--- config.mk ---
export PLATFORM = sky130hd
export DESIGN_NAME = pipe_stage_reg
export DESIGN_NICKNAME = d
export VERILOG_FILES = /design/src/rtl/pipe_stage_reg.sv
export SDC_FILE = /design/constraint.sdc
export NUM_CORES = 1
export LEC_CHECK = 0
export BUFFER_PORTS_ARGS = -buffer_cell sky130_fd_sc_hd__buf_2
export CAP_MARGIN = 10
export CELL_PAD_IN_SITES_DETAIL_PLACEMENT = 1
export CELL_PAD_IN_SITES_GLOBAL_PLACEMENT = 1
export CORE_UTILIZATION = 44
export DETAILED_ROUTE_END_ITERATION = 7
export PLACE_DENSITY = 0.88
export SLEW_MARGIN = 20
export SYNTH_ARGS = -nofsm -noshare
export SYNTH_HDL_FRONTEND = slang
export SYNTH_SLANG_ARGS = --single-unit
--- constraint.sdc ---
create_clock -name clk -period 4.63 [get_ports clk]
set_clock_uncertainty 0.2 [all_clocks]
set_input_delay 0.926 -clock clk [delete_from_list [all_inputs] [get_ports clk]]
set_output_delay 0.926 -clock clk [all_outputs]
set_load 0.01 [all_outputs]
--- src/rtl/pipe_stage_reg.sv ---
// Pipeline-stage register with valid/ready handshake, stall, flush and an
// optional skid entry. With SKID=1 both the data and the ready path are
// registered while still sustaining one transfer per cycle; with SKID=0 the
// stage holds a single entry and in_ready follows out_ready combinationally.
module pipe_stage_reg #(
    parameter int unsigned      WIDTH     = 64,
    parameter logic [WIDTH-1:0] RESET_VAL = '0,
    parameter bit               SKID      = 1'b1
) (
    input  logic             clk,
    input  logic             Reset,
    input  logic             flush,
    input  logic             in_valid,
    output logic             in_ready,
    input  logic [WIDTH-1:0] in_data,
    output logic             out_valid,
    input  logic             out_ready,
    output logic [WIDTH-1:0] out_data,
    output logic [1:0]       level
);

    typedef enum logic [1:0] {
        EMPTY = 2'd0,
        ONE   = 2'd1,
        FULL  = 2'd2
    } state_t;

    state_t           state_q, state_d;
    logic [WIDTH-1:0] main_q, main_d;
    logic [WIDTH-1:0] skid_q, skid_d;
    logic             in_xfer;
    logic             out_xfer;

    // Status outputs decoded from the state register; out_data is the main register.
    always_comb begin
        out_valid = (state_q != EMPTY);
        out_data  = main_q;
        unique case (state_q)
            EMPTY:   level = 2'd0;
            ONE:     level = 2'd1;
            FULL:    level = 2'd2;
            default: level = 2'd0;
        endcase
        if (SKID) begin
            in_ready = (state_q != FULL);
        end else begin
            in_ready = !out_valid || out_ready;
        end
    end

    // Handshake qualifiers for this cycle.
    always_comb begin
        in_xfer  = in_valid && in_ready;
        out_xfer = out_valid && out_ready;
    end

    // Next-state and data-load decisions; flush overrides every handshake.
    always_comb begin
        state_d = state_q;
        main_d  = main_q;
        skid_d  = skid_q;
        unique case (state_q)
            EMPTY: begin
                if (in_xfer) begin
                    main_d  = in_data;
                    state_d = ONE;
                end
            end
            ONE: begin
                if (in_xfer && out_xfer) begin
                    main_d = in_data;
                end else if (in_xfer && SKID) begin
                    skid_d  = in_data;
                    state_d = FULL;
                end else if (out_xfer) begin
                    state_d = EMPTY;
                end
            end
            FULL: begin
                if (out_xfer) begin
                    main_d  = skid_q;
                    state_d = ONE;
                end
            end
            default: begin
                state_d = EMPTY;
            end
        endcase
        if (flush) begin
            state_d = EMPTY;
            main_d  = RESET_VAL;
            skid_d  = RESET_VAL;
        end
    end

    // State and data registers with synchronous active-low reset.
    always_ff @(posedge clk) begin
        if (!Reset) begin
            state_q <= EMPTY;
            main_q  <= RESET_VAL;
            skid_q  <= RESET_VAL;
        end else begin
            state_q <= state_d;
            main_q  <= main_d;
            skid_q  <= skid_d;
        end
    end

endmodule
==> flow_summary.json <==
{
  "netlist-cell-type-count": 27,
  "critical_path_required_ns": 3.50,
  "holdWs_ns": 0.256,
  "synth.net_count": 736,
  "synth_top_family_by_area": "compound AO/OA/AOI/OAI gates",
  "finalPower_mw": 2.72,
  "vias_per_cell": 5.69,
  "synth_common_cells": "nand2_1, dfxtp_1, a21oi_1",
  "gp_congestion": 0.748,
  "dieArea_um2": 14600,
  "syn_area_um2": 6220,
  "first_iter_violations": 319,
  "synth.area.top_cells": "dfxtp_1, nand2_1, a311oi_2",
  "max-vdd-ir-drop_mv": 0.251,
  "slew_headroom_pct": 25.6,
  "rows": 43,
  "final_hold_viol_count": 0,
  "yosysTopAreaCellShare_pct": 41.9,
  "drive_gt1_share_pct": 39.2,
  "cts.repair.resized": 0,
  "hp-class": "register to register",
  "fp.dieW_um": 121,
  "place_hpwl_um": 10900,
  "nets": 830,
  "finalMaxSlewViolations": 0,
  "place_ws_ns": 1.36,
  "synth_compound_area_share_pct": 33.3,
  "cts_setup_buffers": 0,
  "synth_edf_count": 0,
  "vias": 5418,
  "setup_viol": 0,
  "postRouteAntennaNets": 0,
  "min_period_ns": 2.87,
  "core_area_um2": 13800,
  "worstMarginPinSlew_ns": 1.11,
  "synth.most_common_cell": "nand2_1",
  "antenna_found_initial": 1,
  "crit_family": "simple AND/OR/NAND/NOR gates",
  "rsz0062_at_grt": "no",
  "crit_chain": "nand2b_2, buf_2",
  "clk_path_buf_depth": 2,
  "dr_wl_met3_um": 662,
  "htreeDepth": 4,
  "p_leak_nw": 2.73,
  "final_util_pct": 52.8,
  "first_pass_iters": 4,
  "grt_pass1_wl_um": 29000,
  "io_pins": 137,
  "die_h_um": 121,
  "placed_cell_area_um2": 6760,
  "power.density_nw_per_um2": 372,
  "cts_tree": "built",
  "grt_pass1_vias": 5895,
  "ys_async_sr_fraction_pct": 0,
  "ys_ff_latch": 130,
  "synth_top_area_cell": "dfxtp_1",
  "insertion_delay_ns": 0.42,
  "clkSinkCount": 130,
  "dp_cells": 922,
  "finalCritPeriodShare_pct": 62.0,
  "yosysWarnings": 0,
  "synth_xor_area_share_pct": 0,
  "syn_area_per_cell_um2": 9.32,
  "path_clk_slew_ns": 0.05,
  "yosys.area_share.adder_pct": 0,
  "status": "completed",
  "multi_input_area_um2": 3180,
  "overflow": 0,
  "drcViolationCount": 0,
  "wl_met2_um": 9720,
  "cp_max_fo": 24,
  "max_stage_delay_ns": 0.55,
  "highest_layer": "met4",
  "cp_slowest_cell": "nand2b_2",
  "criticalPathCategory": "register to primary output",
  "portBuffers": 136,
  "cts_hold_buf": 0,
  "fin_tns_setup_ns": 0,
  "crit_buf_inv": 1,
  "critPathLaunchType": "register",
  "grt.total_usage_pct": 25.5,
  "drv_cap": 0,
  "netlist_instances": 667,
  "root_buffer": "clkbuf_16",
  "yosys.area_share.simple_pct": 17.0,
  "regArea_um2": 2600,
  "setup_slack_ns": 1.76,
  "start_util_pct": 45.0,
  "ys_seq_area_share_pct": 41.9,
  "wl_per_cell_um": 19.0,
  "fin_cells": 953,
  "wl_met1_um": 7400,
  "max_freq_mhz": 348,
  "finalInstanceArea_um2": 7310,
  "ys.flop_type": "dfxtp_1",
  "finalWirelength_um": 18100,
  "worstSetupEndpointType": "primary output",
  "synthMuxAreaShare_pct": 0,
  "cts_made_buffers": 17,
  "synthToLayoutAreaGrowth_pct": 17.5,
  "grt_start_max_net_pins": 66,
  "worst_ep_arrival_time_ns": 1.74,
  "n_fill_cell": 1603
}
## power breakdown
| part | internal (mW) | total, mW | switching (mW) | leakage [nW] |
|---|---|---|---|---|
| clock | 0.783 | 1.26 | 0.472 | 0.275 |
| combinational | 0.120 | 0.291 | 0.170 | 1.40 |
| sequential | 1.15 | 1.17 | 0.0242 | 1.06 |
| total | 2.05 | 2.72 | 0.667 | 2.73 |
## worst paths after layout
check             startpoint      endpoint  slack, ns  cells after the start
setup / recovery  state_q[0]      in_ready       1.76                      2
hold / removal     skid_q[2]     skid_q[2]       0.26                      2
setup reg to reg  state_q[1]  out_data[10]       1.88                      3
hold reg to reg    skid_q[2]     skid_q[2]       0.26                      2
## worst register-to-register path, stage by stage (launching register included)
cell,delay (ns)
dfxtp_1,0.53
and3b_4,0.71
a21o_4,0.86
a311oi_2,0.27
## cell usage in the layout, fill, tap and decap left out
master / count
clkinv_2: 5
clkbuf_8: 4
inv_2: 1
nor2b_4: 1
a21o_4: 1
nor2b_1: 1
a311oi_1: 4
dfxtp_1: 130
or3b_2: 1
buf_4: 9
a21o_1: 1
nand2_1: 257
bufinv_16: 1
a21oi_1: 65
clkbuf_16: 17
o21bai_1: 1
diode_2: 1
and3b_4: 1
nand2b_4: 2
a311oi_2: 60
nor2_1: 1
and4bb_2: 1
buf_2: 136
nand4bb_4: 1
a211oi_1: 4
nand2b_2: 1
and2_1: 1
o21a_1: 1
clkbuf_1: 3
a211oi_2: 60
or2_2: 1
## area by class of cell
| cell class | count | share of cell area [%] |
|---|---|---|
| clock buffer | 24 | 6.73 |
| sequential | 130 | 35.6 |
| tap | 180 | 3.08 |
| clock inverter | 6 | 0.753 |
| multi-input combinational | 466 | 43.5 |
| antenna | 1 | 0.0342 |
| timing repair buffer | 145 | 10.2 |
| inverter | 1 | 0.0514 |
## registers in the layout, summed over array words and instances, names as in the netlist
register,flops
out_data,64
state_q,2
skid_q,64
## logic make-up (layout without fill, tap and decap cells)
family | count (synthesis) | in the layout
DFF | 130 | 130
other | 0 | 1
buffers and inverters | 71 | 176
and+or+nand+nor | 269 | 269
AOI/OAI and AO/OA | 197 | 197
## per-layer routing
layer	track usage (%)	vias to the layer above
met3	6.02	25
met5	0	-
met1	27.7	2741
met2	46.7	116
li1	-	2536
met4	11.3	0
Note: power is estimated with default switching activity, not from simulation.
